===== config.mk =====
export PLATFORM = sky130hd
export DESIGN_NAME = lif_spike_decoder
export DESIGN_NICKNAME = d
export VERILOG_FILES = /design/src/rtl/lif_pkg.sv /design/src/rtl/lif_sat_counter.sv /design/src/rtl/lif_spike_decoder.sv
export SDC_FILE = /design/constraint.sdc
export NUM_CORES = 1
export LEC_CHECK = 0
export ABC_AREA = 1
export CORE_UTILIZATION = 25
export DETAILED_ROUTE_END_ITERATION = 10
export DONT_BUFFER_PORTS = 1
export PLACE_DENSITY = 0.48
export SLEW_MARGIN = 20
export SYNTH_ARGS = -nofsm -noshare
export SYNTH_HDL_FRONTEND = slang
export SYNTH_SLANG_ARGS = --single-unit

===== constraint.sdc =====
create_clock -name clk -period 3.85 [get_ports clk]
set_input_delay 0.385 -clock clk [delete_from_list [all_inputs] [get_ports clk]]
set_output_delay 0.385 -clock clk [all_outputs]
set_load 0.02 [all_outputs]

===== src/rtl/lif_pkg.sv =====
// Shared types, default widths and saturating arithmetic for the LIF spike decoder.
package lif_pkg;

    typedef enum logic [0:0] {
        IDLE  = 1'b0,
        COUNT = 1'b1
    } state_t;

    localparam int unsigned LIF_CNT_W = 8;
    localparam int unsigned LIF_WIN_W = 8;
    localparam int unsigned LIF_ISI_W = 8;

    // value + inc clamped at max; callers keep value <= max
    function automatic logic [31:0] sat_inc(
        input logic [31:0] value,
        input logic [31:0] inc,
        input logic [31:0] max
    );
        logic [32:0] sum;
        sum = 33'(value) + 33'(inc);
        return (sum >= 33'(max)) ? max : sum[31:0];
    endfunction

endpackage


===== src/rtl/lif_sat_counter.sv =====
// Saturating up-counter with synchronous clear and restart-at-one.
module lif_sat_counter
    import lif_pkg::*;
#(
    parameter int unsigned W = 8
) (
    input  logic         clk,
    input  logic         rst_n,
    input  logic         clear,
    input  logic         start,
    input  logic         inc,
    output logic [W-1:0] value,
    output logic [W-1:0] next_c,
    output logic         sat_c
);

    localparam logic [31:0] MAX = 32'((64'd1 << W) - 64'd1);

    assign next_c = W'(sat_inc(32'(value), 32'(inc), MAX));
    assign sat_c  = (32'(next_c) == MAX);

    // clear wins over start; start loads 1 so a fresh interval counts its first cycle
    always_ff @(posedge clk or negedge rst_n) begin
        if (!rst_n) begin
            value <= '0;
        end else if (clear) begin
            value <= '0;
        end else if (start) begin
            value <= W'(1);
        end else begin
            value <= next_c;
        end
    end

endmodule


===== src/rtl/lif_spike_decoder.sv =====
// Converts a LIF spike train into a windowed firing rate and an inter-spike interval.
module lif_spike_decoder
    import lif_pkg::*;
#(
    parameter int unsigned CNT_W = LIF_CNT_W,
    parameter int unsigned WIN_W = LIF_WIN_W,
    parameter int unsigned ISI_W = LIF_ISI_W
) (
    input  logic             clk,
    input  logic             rst_n,
    input  logic             en,
    input  logic             spike,
    input  logic [WIN_W-1:0] win_len,
    output logic [CNT_W-1:0] rate,
    output logic             rate_valid,
    output logic             rate_sat,
    output logic [ISI_W-1:0] isi,
    output logic             isi_valid
);

    state_t             state_q;
    state_t             state_d;
    logic               spike_q;
    logic [WIN_W-1:0]   wlen_q;
    logic [WIN_W-1:0]   wc_q;
    logic [WIN_W-1:0]   wlen_in_c;
    logic               has_prev_q;

    logic               active_c;
    logic               win_end_c;
    logic               latch_c;
    logic               rise_c;

    logic [CNT_W-1:0]   cnt_value;
    logic [CNT_W-1:0]   cnt_next;
    logic               cnt_sat;
    logic [ISI_W-1:0]   timer_value;
    logic [ISI_W-1:0]   timer_next;
    logic               timer_sat;
    logic               unused_bits;

    assign rise_c    = spike & ~spike_q;
    assign wlen_in_c = (win_len == '0) ? WIN_W'(1) : win_len;

    // FSM state register
    always_ff @(posedge clk or negedge rst_n) begin
        if (!rst_n) begin
            state_q <= IDLE;
        end else begin
            state_q <= state_d;
        end
    end

    // FSM next state
    always_comb begin
        state_d = state_q;
        case (state_q)
            IDLE:    if (en)  state_d = COUNT;
            COUNT:   if (!en) state_d = IDLE;
            default: state_d = IDLE;
        endcase
    end

    // FSM decode: entry cycle counts nothing, en=0 in COUNT aborts silently
    always_comb begin
        active_c  = 1'b0;
        win_end_c = 1'b0;
        latch_c   = 1'b0;
        case (state_q)
            IDLE: begin
                latch_c = en;
            end
            COUNT: begin
                active_c  = en;
                win_end_c = en && (wc_q == (wlen_q - WIN_W'(1)));
                latch_c   = win_end_c;
            end
            default: begin
                active_c = 1'b0;
            end
        endcase
    end

    // Edge history, window length and position within the window
    always_ff @(posedge clk or negedge rst_n) begin
        if (!rst_n) begin
            spike_q <= 1'b0;
            wlen_q  <= '0;
            wc_q    <= '0;
        end else begin
            spike_q <= spike;
            if (latch_c) begin
                wlen_q <= wlen_in_c;
            end
            if (!active_c || win_end_c) begin
                wc_q <= '0;
            end else begin
                wc_q <= wc_q + WIN_W'(1);
            end
        end
    end

    // Spike count of the open window; next_c already includes this cycle's edge
    lif_sat_counter #(
        .W (CNT_W)
    ) u_cnt (
        .clk    (clk),
        .rst_n  (rst_n),
        .clear  (~active_c | win_end_c),
        .start  (1'b0),
        .inc    (active_c & rise_c),
        .value  (cnt_value),
        .next_c (cnt_next),
        .sat_c  (cnt_sat)
    );

    // Cycles since the last edge, free-running across window boundaries
    lif_sat_counter #(
        .W (ISI_W)
    ) u_timer (
        .clk    (clk),
        .rst_n  (rst_n),
        .clear  (~active_c),
        .start  (active_c & rise_c),
        .inc    (active_c),
        .value  (timer_value),
        .next_c (timer_next),
        .sat_c  (timer_sat)
    );

    assign unused_bits = ^{cnt_value, timer_next, timer_sat};

    // has_prev gates the first edge after entry, which has no interval to report
    always_ff @(posedge clk or negedge rst_n) begin
        if (!rst_n) begin
            has_prev_q <= 1'b0;
        end else if (!active_c) begin
            has_prev_q <= 1'b0;
        end else if (rise_c) begin
            has_prev_q <= 1'b1;
        end
    end

    // Result registers and one-cycle strobes
    always_ff @(posedge clk or negedge rst_n) begin
        if (!rst_n) begin
            rate       <= '0;
            rate_sat   <= 1'b0;
            rate_valid <= 1'b0;
            isi        <= '0;
            isi_valid  <= 1'b0;
        end else begin
            rate_valid <= win_end_c;
            isi_valid  <= active_c & rise_c & has_prev_q;
            if (win_end_c) begin
                rate     <= cnt_next;
                rate_sat <= cnt_sat;
            end
            if (active_c && rise_c && has_prev_q) begin
                isi <= timer_value;
            end
        end
    end

endmodule


# --- Word-level counts from Yosys, hierarchy flattened ---
# Index checks and enable logic that the tools add are counted.
word_totals:
  reg_bits: 54
  inputBits: 12
  elab_cells: 47
classes:
  add_sub_neg: 4
  magnitude_cmp: 2
  eq_ne: 3
  n_mux: 13
  n_bitwise: 7
  reduce_logical: 6
op_table:
  columns: ["op", "count"]
  rows:
  - ["$mux 8", 7]
  - ["$add 8x1->9", 2]
  - ["$ge 9x8->1 const B", 2]
  - ["$add 8x1->8 const B", 1]
  - ["$eq 8x8->1", 1]
  - ["$eq 8x8->1 const B", 1]
  - ["$logic_not 8->1", 1]
  - ["$sub 8x1->8 const B", 1]
  - ["$mux 1", 5]
  - ["$and 1x1->1", 3]
  - ["$logic_and 1x1->1", 3]
  - ["$not 1->1", 3]
  - ["$ne 2x1->1 const B", 1]
  - ["$pmux 1 s2", 1]
  - ["$logic_not 1->1", 1]
  - ["$logic_or 1x1->1", 1]
  - ["$or 1x1->1", 1]

# --- Logic depth before layout (Yosys ltp) ---
logic_depth:
  word_depth: 7
  ltp_mapped: 17

# --- Cells and area by module ---
# A second synthesis with hierarchy kept.
unflattened:
  hier_cells: 375
  hier_area_um2: 3009.1
modules_own_cells:
  columns: ["mod", "instances", "cells_per_inst", "area_each_um2", "seq_area_each_um2"]
  rows:
  - ["lif_spike_decoder", 1, 209, 1803.0, 950.9]
  - ["lif_sat_counter", 2, 83, 603.1, 200.2]

# --- Worst setup path before layout ---
# Ideal clock, no wire load.
synth_timing:
  kind: "input port to flip-flop"
  startpoint: "input en"
  endpoint: "register rate_sat"
  setup_time_ns: 0.076
  arrival_time_ns: 2.284
  t_required_ns: 3.774
  path_slack_ns: 1.490
  stages: 15
  n_path_buf: 0
  cell_sequence: "nand2_1 clkinv_2 o21ai_0 inv_1 nor2_1 ha_1 ha_1 nand2_1 nor2_1 nand2_1 nor2_1 inv_1 nand3_1 nand2_1 o21ai_1"
synth_via:
  elab_chain_cells: 6
  elab_cells_between_ends: 8
  cone_classes: "add/sub: 1; order compare: 1; eq/ne: 1; mux: 3; bitwise: 1; reduce/logical: 1"
synth_rtl:
  columns: ["item", "line", "source"]
  rows:
  - ["start, declared", "lif_spike_decoder.sv:11", "input logic en,"]
  - ["$mux 1 (*)", "lif_spike_decoder.sv:69", "case (state_q)"]
  - ["net active_c", "lif_spike_decoder.sv:29", "logic active_c;"]
  - ["$and 1x1->1 (*)", "lif_spike_decoder.sv:111", ".inc (active_c & rise_c),"]
  - ["$add 8x1->9 (*)", "lif_pkg.sv:20", "sum = 33'(value) + 33'(inc);"]
  - ["$ge 9x8->1", "lif_pkg.sv:21", "return (sum >= 33'(max)) ? max : sum[31:0];"]
  - ["$mux 8 (*)", "lif_pkg.sv:21", null]
  - ["$eq 8x8->1 (*)", "lif_sat_counter.sv:20", "assign sat_c = (32'(next_c) == MAX);"]
  - ["end signal, assigned", "lif_spike_decoder.sv:157", "rate_sat <= cnt_sat;"]
  - ["end, declared", "lif_spike_decoder.sv:16", "output logic rate_sat,"]
# The timed path passes the listed nets; every way through them passes the cells marked *.
# A chain may end at the register's enable or synchronous reset.

# --- Final worst setup path ---
layout_timing:
  startpoint: "register state_q"
  endpoint: "register rate[4]"
layout_via:
  elab_chain_cells: 5
  elab_cells_between_ends: 6
  cone_classes: "add/sub: 1; order compare: 1; mux: 3; bitwise: 1"
layout_rtl:
  columns: ["item", "line", "source"]
  rows:
  - ["start, declared", "lif_spike_decoder.sv:21", "state_t state_q;"]
  - ["start signal, assigned", "lif_spike_decoder.sv:50", "state_q <= state_d;"]
  - ["$mux 1 (*)", "lif_spike_decoder.sv:69", null]
  - ["net active_c", "lif_spike_decoder.sv:29", null]
  - ["$and 1x1->1 (*)", "lif_spike_decoder.sv:111", null]
  - ["$add 8x1->9 (*)", "lif_pkg.sv:20", null]
  - ["$ge 9x8->1", "lif_pkg.sv:21", null]
  - ["$mux 8 (*)", "lif_pkg.sv:21", null]
  - ["end signal, assigned", "lif_spike_decoder.sv:156", "rate <= cnt_next;"]
  - ["end, declared", "lif_spike_decoder.sv:14", "output logic [CNT_W-1:0] rate,"]
# Marked as above.

==> results.cfg <==
[worst_setup_path]
crit_type = flop to flop
critPathLaunchType = flop
rr_startpoint = state_q
critical_path_arrival_ps = 2960
critPathCaptureType = flop
cp.required_ps = 4020
crit_start = state_q
path_max_fanout = 8

[timing]
fmax_mhz = 358
worstMarginPinSlew_ps = 622
setup_slack_ps = 1050
setup_viol = 0
hold_violations = 0
fin_crit_ps = 2800
finClkSkew_ps = 7.62
post-route-period-util_pct = 72.6
relSlewSlack_pct = 58.2
slew_viol_final = 0
fin_tns_setup_ps = 0
rsz0062_at_grt = false

[die]
rows = 39
die-area_mm2 = 0.0121
die_h_um = 110
start_util_pct = 25.6
coreArea_mm2 = 0.0114
ios = 31
fp.dieW_um = 110

[clocking]
clk_pin_slew_ps = 70
root_buffer = clkbuf_16
cts_tree = yes
ctsHtreeMaxLevel = 2
clock_sinks = 54
worstSkewPairLatency_ps = 290
cts_buffers = 5
clockBufferDepth = 2

[synthesis]
ys_seq_area_share_pct = 46.5
synth_fp_nets = 403
avgSynthCellArea_um2 = 7.57
synthFlopType = dfrtp_1
synth.distinct_cells = 31
synth_warnings = 0
yosysMostFrequentCell = nand2_1
netlist_area_mm2 = 0.00291
syn_inst = 384
synthArstFlopShare_pct = 100
synth_edf_count = 0
ys_seq_elements = 54
synthTopCellsByArea = dfrtp_1, nand2_1, nand3_1
synth_top_area_share_pct = 46.5
yosys-top-cells-count = nand2_1, dfrtp_1, nor2_1
synth_top_cell_by_area = dfrtp_1

[hold_path]
hold_start = spike
hold_path_class = input port to flop

[global_route]
grt_util_met2_pct = 19.7
use_met1_pct = 14.4
use_met3_pct = 3.56
grt_pass1_vias = 2274
grt-ovfl-total = 0
antenna_found_initial = 0
grt_pass1_wl_um = 10800
grt_use_total_pct = 11.6
busiest_layer = met2
grt_max_degree = 55

[placement]
dp_hpwl_um = 4770
dp_cells = 521
globalplace.congestion = 0.826
io_buffers = 0
detailedPlace.worstSlack_ps = 1010

[routing]
first_pass_iters = 4
drt_iter0_drc = 82
routed_wl_um = 6340
antenna_left = 0
viasPerCell = 4.35
via_count = 2310
wire_per_inst_um = 11.9
remaining_drc_errors = 0

[cells_and_area]
final_nets = 406
register_area_mm2 = 0.00135
antenna_cells = 0
fin_cells = 531
multi_input_area_mm2 = 0.00129
syn2layout_area_growth_pct = 12.9
nFillCells = 1224
drive_above_1_share_pct = 7.47

[power_and_ir_drop]
power_leakage_nw = 1.63
ir_worst_vdd_v = 0.000185
power_density_mw_per_mm2 = 442

[job]
drv_cap = 0

[run_status]
status = finished clean
==> critical path, cell delays in order (launching register included) <==
cell,delay (ps)
dfrtp_1,380
nand2_1,120
clkinv_2,160
o21ai_0,220
inv_1,200
nor2_1,230
ha_1,190
ha_1,240
nand2_1,120
nor2_1,160
nand2_1,80
nand2_1,90
nor2_1,50
nand3_1,100
nand2_1,110
nor2_1,150
a21oi_1,80
==> power breakdown <==
part	total [W]	leakage (nW)	switching, W	internal (W)
clock network	0.000604	0.0971	0.000213	0.000391
logic	0.000151	0.810	0.0000937	0.0000571
registers	0.000695	0.725	0.0000825	0.000612
==> metrics by stage <==
stage	utilization (%)	power (W)	hold WS [ps]	instance area (um2)
detailed placement	26.8	0.000845	91.0	3040
global route	28.8	0.00152	101	3280
CTS	28.8	0.00147	109	3280
floorplan	-	0.000808	89.4	2910
global placement	26.8	0.000842	90.7	3040
finish	28.8	0.00145	115	3280
==> logic make-up (layout without fill, tap and decap cells) <==
family / count (synthesis) / count (layout) / synth area share [%]
adders and majority gates: 7 / 7 / 3.01
DFF: 54 / 54 / 46.5
xor gates and xnor gates: 6 / 6 / 1.81
muxes: 4 / 4 / 1.55
and+or+nand+nor: 224 / 224 / 33.5
AOI/OAI and AO/OA: 25 / 25 / 4.48
buffers and inverters: 64 / 68 / 9.09
==> flip-flops by register name, summed over array words and instances (netlist names), 8 cells and up <==
signal	flops
isi	8
rate	8
u_cnt.value	8
u_timer.value	8
wc_q	8
wlen_q	8
==> layout make-up <==
| class | count | share of cell area, % |
|---|---|---|
| clock buffers | 6 | 4.24 |
| inverters | 57 | 6.56 |
| well taps | 143 | 5.46 |
| flip-flops and latches | 54 | 41.2 |
| clock inverters | 2 | 1.83 |
| multi-input cells | 266 | 39.3 |
| repair buffers | 3 | 1.37 |
==> placed cells by master, fill, tap and decap left out, drive strengths merged <==
cell         instances
buf                  2
dlygate4sd3          1
nand3b               1
xor2                 4
mux2                 4
clkinv               3
bufinv               2
nor3                 8
nand2              101
dfrtp               54
a21o                 1
nor2                58
inv                 54
nand4                9
a21oi               15
nor4                 1
nand3               44
o31ai                1
or2                  2
clkbuf               6
o21ai                8
xnor2                2
ha                   7
==> timing repair <==
action                     4_1_cts  5_1_grt
hold endpoints to repair        54        0
setup endpoints to repair        0        0
buffers inserted                 0        0
resized for setup                0        0
hold buffers                     2        0
==> metal layers <==
| metal | wire length, um | vias to the layer above |
|---|---|---|
| li1 | - | 1215 |
| met1 | 2980 | 1060 |
| met2 | 2940 | 27 |
| met3 | 340 | 8 |
| met4 | 75 | 0 |
| met5 | 0 | - |
==> path summary, 6_finish.rpt <==
kind                              end  slack, ps  cells past startpoint
setup / recovery              rate[4]       1050                     16
hold / removal                spike_q        120                      0
max in group asynchronous     wc_q[7]       2980                      2
hold reg to reg            has_prev_q        500                      2
min in group asynchronous   wlen_q[3]        650                      2
setup reg to reg              rate[4]       1050                     16
Note: power is estimated with default switching activity, not from simulation.
